`src/rtl/seq_divmod.sv`:
```
// seq_divmod: restoring divider, one quotient bit per clock, quot+rem.
// Define DIVMOD_SIGNED_EN for two's-complement (truncating) operands.
module seq_divmod #(
  parameter int DATAWIDTH = 8
) (
  input  logic                 Clk,
  input  logic                 Rst,
  input  logic                 start,
  input  logic [DATAWIDTH-1:0] a,
  input  logic [DATAWIDTH-1:0] b,
  output logic                 busy,
  output logic                 done,
  output logic [DATAWIDTH-1:0] quot,
  output logic [DATAWIDTH-1:0] rem,
  output logic                 div_by_zero
);

  localparam int W  = DATAWIDTH;
  localparam int CW = $clog2(W);

  typedef enum logic [1:0] {
    S_IDLE,
    S_CALC,
    S_DONE
  } state_e;

  state_e         state_q, state_d;
  logic [CW-1:0]  cnt_q, cnt_d;
  logic [W-1:0]   dvd_q, dvd_d;
  logic [W-1:0]   dvs_q, dvs_d;
  logic [W-1:0]   prem_q, prem_d;
  logic [W-1:0]   quot_q, quot_d;
  logic [W-1:0]   rem_q, rem_d;
  logic           dbz_q, dbz_d;
  logic           busy_q, busy_d;
  logic           done_q, done_d;

  logic [W:0]     shft;
  logic [W:0]     trial;
  logic           qbit;
  logic [W-1:0]   q_mag;
  logic [W-1:0]   r_mag;
  logic [W-1:0]   a_mag;
  logic [W-1:0]   b_mag;
  logic [W-1:0]   q_fin;
  logic [W-1:0]   r_fin;

`ifdef DIVMOD_SIGNED_EN
  logic           sa_q, sa_d;
  logic           sq_q, sq_d;
`endif

  // One restoring step plus operand/result sign handling
  always_comb begin
    shft  = {prem_q, dvd_q[W-1]};
    trial = shft - {1'b0, dvs_q};
    qbit  = ~trial[W];
    q_mag = {dvd_q[W-2:0], qbit};
    r_mag = qbit ? trial[W-1:0] : shft[W-1:0];
`ifdef DIVMOD_SIGNED_EN
    a_mag = a[W-1] ? -a : a;
    b_mag = b[W-1] ? -b : b;
    q_fin = sq_q ? -q_mag : q_mag;
    r_fin = sa_q ? -r_mag : r_mag;
`else
    a_mag = a;
    b_mag = b;
    q_fin = q_mag;
    r_fin = r_mag;
`endif
  end

  // Next-state and datapath update
  always_comb begin
    state_d = state_q;
    cnt_d   = cnt_q;
    dvd_d   = dvd_q;
    dvs_d   = dvs_q;
    prem_d  = prem_q;
    quot_d  = quot_q;
    rem_d   = rem_q;
    dbz_d   = dbz_q;
`ifdef DIVMOD_SIGNED_EN
    sa_d    = sa_q;
    sq_d    = sq_q;
`endif
    case (state_q)
      S_CALC: begin
        prem_d = r_mag;
        dvd_d  = q_mag;
        cnt_d  = cnt_q + CW'(1);
        if (cnt_q == CW'(W - 1)) begin
          state_d = S_DONE;
          quot_d  = q_fin;
          rem_d   = r_fin;
          dbz_d   = 1'b0;
        end
      end
      default: begin
        state_d = S_IDLE;
        if (start) begin
          if (b == '0) begin
            state_d = S_DONE;
            quot_d  = '1;
            rem_d   = a;
            dbz_d   = 1'b1;
          end else begin
            state_d = S_CALC;
            dvd_d   = a_mag;
            dvs_d   = b_mag;
            prem_d  = '0;
            cnt_d   = '0;
`ifdef DIVMOD_SIGNED_EN
            sa_d    = a[W-1];
            sq_d    = a[W-1] ^ b[W-1];
`endif
          end
        end
      end
    endcase
    busy_d = (state_d == S_CALC);
    done_d = (state_d == S_DONE);
  end

  // State and datapath registers
  always_ff @(posedge Clk or posedge Rst) begin
    if (Rst) begin
      state_q <= S_IDLE;
      cnt_q   <= '0;
      dvd_q   <= '0;
      dvs_q   <= '0;
      prem_q  <= '0;
      quot_q  <= '0;
      rem_q   <= '0;
      dbz_q   <= 1'b0;
      busy_q  <= 1'b0;
      done_q  <= 1'b0;
    end else begin
      state_q <= state_d;
      cnt_q   <= cnt_d;
      dvd_q   <= dvd_d;
      dvs_q   <= dvs_d;
      prem_q  <= prem_d;
      quot_q  <= quot_d;
      rem_q   <= rem_d;
      dbz_q   <= dbz_d;
      busy_q  <= busy_d;
      done_q  <= done_d;
    end
  end

`ifdef DIVMOD_SIGNED_EN
  // Operand sign registers
  always_ff @(posedge Clk or posedge Rst) begin
    if (Rst) begin
      sa_q <= 1'b0;
      sq_q <= 1'b0;
    end else begin
      sa_q <= sa_d;
      sq_q <= sq_d;
    end
  end
`endif

  assign busy        = busy_q;
  assign done        = done_q;
  assign quot        = quot_q;
  assign rem         = rem_q;
  assign div_by_zero = dbz_q;

endmodule

```
`config.mk`:
```
export PLATFORM = sky130hd
export DESIGN_NAME = seq_divmod
export DESIGN_NICKNAME = d
export VERILOG_FILES = /design/src/rtl/seq_divmod.sv
export SDC_FILE = /design/constraint.sdc
export NUM_CORES = 1
export LEC_CHECK = 0
export ABC_AREA = 1
export BUFFER_PORTS_ARGS = -buffer_cell sky130_fd_sc_hd__buf_2
export CAP_MARGIN = 20
export CORE_MARGIN = 5
export CORE_UTILIZATION = 28
export DETAILED_ROUTE_END_ITERATION = 8
export PLACE_DENSITY_LB_ADDON = 0.05
export SLEW_MARGIN = 20
export SYNTH_ARGS = -nofsm -noshare
export SYNTH_HDL_FRONTEND = slang
export SYNTH_SLANG_ARGS = --single-unit
```
`constraint.sdc`:
```
create_clock -name Clk -period 1.8 [get_ports Clk]
set_input_delay 0.36 -clock Clk [delete_from_list [all_inputs] [get_ports Clk]]
set_output_delay 0.36 -clock Clk [all_outputs]
set_load 0.05 [all_outputs]
```
# == Word-level counts from Yosys, hierarchy flattened ==
# Index checks and enable logic that the tools add are counted.
# word_totals
regBits,48
input_bits,19
# op_classes
n_addsub,2
n_eq_ne,6
muxes,26
bitwise,3
reduce_logical,6
# ops
operator,n
8-bit 2-to-1 mux,15
3-bit 2-to-1 mux,3
9-bit by 8-bit subtractor with 9-bit output,1
8-bit logical NOT,1
2-bit 2-to-1 mux,4
3-bit AND reduction,2
"2-bit by 1-bit equality test with 1-bit output, second input constant",2
1-bit 2-to-1 mux,4
2-bit nonzero test,2
"3-bit by 1-bit adder with 3-bit output, second input constant",1
"3-bit equality test, second input constant",1
1-bit NOT,3
"2-bit equality test, second input constant",1
"2-bit by 1-bit inequality test with 1-bit output, second input constant",1
"2-bit inequality test, second input constant",1
2-bit AND reduction,1

# == Logic depth before layout (Yosys ltp) ==
# depth
depth_word,5
mapped_depth,14
depth_no_buf,14

# == Worst setup path after synthesis ==
# OpenSTA, ideal clock, no wires.
# synth_timing
path_kind,register to register
from,register dvd_q[7]
to,register rem_q[7] (netlist: rem[7])
setup_ns,0.113
t_arrival_ns,1.710
required_time_ns,1.687
slack_ns,-0.023
stages_incl_launch_ff,15
n_path_buf,0
synth_period_minus_slack_ns,1.823
cell_sequence,dfrtp_1 inv_1 ha_1 inv_1 fa_1 nand3_1 nand3_2 nand2_2 nand2_2 nand2_2 nand2_4 nand3_1 nand3_1 nand2_1 inv_1
# synth_via
elab_chain_cells,4
# synth_lines
item,line,text
from (decl),29,"logic [W-1:0] dvd_q, dvd_d;"
from (signal assigned),141,dvd_q <= dvd_d;
9-bit by 8-bit subtractor with 9-bit output,56,"trial = shft - {1'b0, dvs_q};"
8-bit 2-to-1 mux,59,r_mag = qbit ? trial[W-1:0] : shft[W-1:0];
8-bit 2-to-1 mux,92,if (cnt_q == CW'(W - 1)) begin
8-bit 2-to-1 mux,87,case (state_q)
to (signal assigned),145,rem_q <= rem_d;
to (decl),33,"logic [W-1:0] rem_q, rem_d;"
# No other way between the ends. The select of a mux whose other input is x is not followed.
# A chain may end at the register's enable or synchronous reset.

# == Worst setup path after layout ==
# layout_timing
from,register dvd_q[7]
to,register prem_q[6]
# layout_via
elab_chain_cells,3
# layout_lines
item,line,text
9-bit by 8-bit subtractor with 9-bit output,56,
8-bit 2-to-1 mux,59,
8-bit 2-to-1 mux,87,
to (signal assigned),143,prem_q <= prem_d;
to (decl),31,"logic [W-1:0] prem_q, prem_d;"
# No other way between the ends.

==> metrics.txt <==
post-route clock period utilization=106%; commonest non-fill, non-tap cells in the layout=82 x nand2_1, 48 x dfrtp_1, 46 x inv_1; crit path cell chain=inv_1, ha_1, inv_2, fa_2, nand3_2, nand3_2, nand2_4, nand2_4, nand2_4, nand2_4, nand3_1, buf_4, nand3_1; placed wire-length estimate=5420 um; gr usage total=13.4%; ant diodes=0; Routed WL=7170 um; Post-CTS Hold Buffers=0; synth top area cells=dfrtp_1 45%, nand2_1 12%, nand3_1 7.7%; RR Startpoint=dvd_q[7]; Max Root-Sink Buffers=2; Final Hold Fails=0; Yosys top cell area share=45.1%; Crit Path Max Fanout=5; Post-Syn Area=0.00266 sq mm; run status=finished with violations; Layout Nets=421; Post-synth EDFFs=0; Hold WC Path Type=input pin to async pin; Final Skew=0.00785 ns; clk sinks=48; die area=0.0116 sq mm; vias in the first global route=2343; Setup CP Type=flop to flop; final setup fails=14; Synth Warn #=0; 1st-iter DRT viols=67; Synth Net Count=356; Critical Path Start Type=flop; CTS tree=done; crit path from=dvd_q[7]; DR vias=2220; Top cell by count, worst path=nand2_4; Routability Congestion=0.747; sequential fraction of the synthesis area=45.1%; predominant post-synthesis flop cell=dfrtp_1; Syn-to-layout area delta=27.8%; drt drc=0; setup TNS=-0.805 ns; clock buffer count from CTS=5; data required time of the critical path=1.99 ns; unrepaired setup endpoints after global routing=yes; WL/cell=13.8 um; #FFs+latches synth=48; Setup WS post-layout=-0.0994 ns; cells after synthesis=326; worst rel slew slack=74.5%; H-tree levels=2; Buf/Inv on CP=3; vias per cell=4.26; initial core utilization=28.8%; fin util=36.8%; die width=108 um; Worst Tran Pin Value=0.383 ns; Slowest cell on crit path=dfrtp_1; total gr overflow=0; violated checks=setup timing; largest net degree at the start of global routing=49; WHS=0.0792 ns; nature of the critical path endpoint=flop; Core Rows=35; drt pass-1 iters=4; Max-cap violations=0; Netlist cell types=32; area leader, netlist=dfrtp_1; Synth Area per Inst=8.17 sq um; global-route wire length before repair=12200 um; Reg clk slew, reported paths=0.10 ns; commonest non-fill, non-tap cell in the layout=nand2_1; I/O pin cnt=38; Worst Path Arrival=2.09 ns; share of cells above drive strength 1=30.9%; Synth async-reset ratio=100%; total core area=0.00924 sq mm; CTS Root Cell=clkbuf_8; Antenna Nets Post-Route=0; antenna violations before repair=0; IO buf count=37; Max Fclk=526 MHz; CP delay by family, top=simple AND/OR/NAND/NOR gates; clock latency on the worst-skew pair=0.30 ns; fin crit period=1.90 ns; die height=108 um; max-slew violation count=0; number of fillers in the final layout=1006; Largest stage delay, worst path=0.40 ns
==> sequential cells by signal, indices dropped and copies added (netlist names) <==
signal	cells
prem_q	8
dvs_q	8
div_by_zero	1
quot	8
dvd_q	8
done	1
busy	1
rem	8
state_q	2
cnt_q	3
==> path summary, 6_finish.rpt <==
check / slack [ns] / to / cells after the start
setup reg to reg: -0.1 / prem_q[6] / 13
setup / recovery: -0.1 / prem_q[6] / 13
max in group asynchronous: 1.48 / rem[5] / 3
hold reg to reg: 0.48 / cnt_q[0] / 1
hold / removal: 0.08 / done / 3
min in group Clk: 0.28 / dvs_q[3] / 3
==> repair_timing <==
item | CTS | global route
gates cloned | 2 | 0
pin swaps | 4 | 0
setup endpoints to repair | 15 | 18
resized for setup | 17 | 9
setup buffers | 0 | 0
==> worst reg2reg max path, cell delays in order, from the launching register on <==
cell and delay (ns):
dfrtp_1 0.40, inv_1 0.06, ha_1 0.15, inv_2 0.05, fa_2 0.34, nand3_2 0.07, nand3_2 0.09, nand2_4 0.11
nand2_4 0.07, nand2_4 0.09, nand2_4 0.07, nand3_1 0.10, buf_4 0.12, nand3_1 0.07
==> metal layers <==
layer | vias to the layer above | track usage [%] | wire length, um
met1 | 1007 | 21.2 | 3870
met3 | 4 | 2.88 | 333
met2 | 45 | 18.5 | 2930
met4 | 0 | 2.16 | 37
met5 | - | 0 | 0
li1 | 1164 | - | -
==> Yosys cell counts, types with 2 or more instances <==
master,count
xor2_1,3
ha_1,10
a21oi_1,3
inv_1,48
dfrtp_1,48
nor2_1,24
nor2_4,2
a31oi_1,9
nand2_2,5
nor2_2,5
nand4_1,2
buf_2,2
nand3_1,41
or2_1,6
o21ai_0,8
clkbuf_8,2
inv_2,2
o211ai_1,4
inv_4,2
nand2_4,4
buf_4,2
a22o_1,2
or2_2,2
nand2_1,82
==> logic make-up (layout without fill, tap and decap cells) <==
family / Yosys count / count (layout) / share of synthesized area (%)
adder cells (fa/ha/maj): 11 / 11 / 5.45
AO/OA/AOI/OAI: 28 / 28 / 6.63
flip-flops: 48 / 48 / 45.1
AND/OR/NAND/NOR: 175 / 177 / 30.9
XOR/XNOR: 3 / 3 / 0.987
multiplexers: 1 / 1 / 0.423
buffers and inverters: 60 / 124 / 10.5
==> stage by stage <==
stage          instance area, sq um  worst slack [ns]  instances
6_report                       3400           -0.0994        521
3_5_place_dp                   3150           -0.0860        511
3_3_place_gp                   3150           -0.0485        511
4_1_cts                        3350           -0.0881        521
5_1_grt                        3400            -0.226        521
2_1_floorplan                  2670            0.0385        326
==> final cells by class <==
cell class | instances | area (sq um) | area share [%]
Timing Repair Buffer | 64 | 400 | 11.8
Multi-Input combinational cell | 220 | 1330 | 39.0
Clock inverter | 3 | 42.5 | 1.25
Clock buffer | 5 | 68.8 | 2.02
Tap cell | 129 | 161 | 4.74
Sequential cell | 48 | 1200 | 35.3
Inverter | 52 | 200 | 5.88
Power is not shown: default switching activity piles up to over one toggle a cycle in this logic, so the estimate is an artifact.
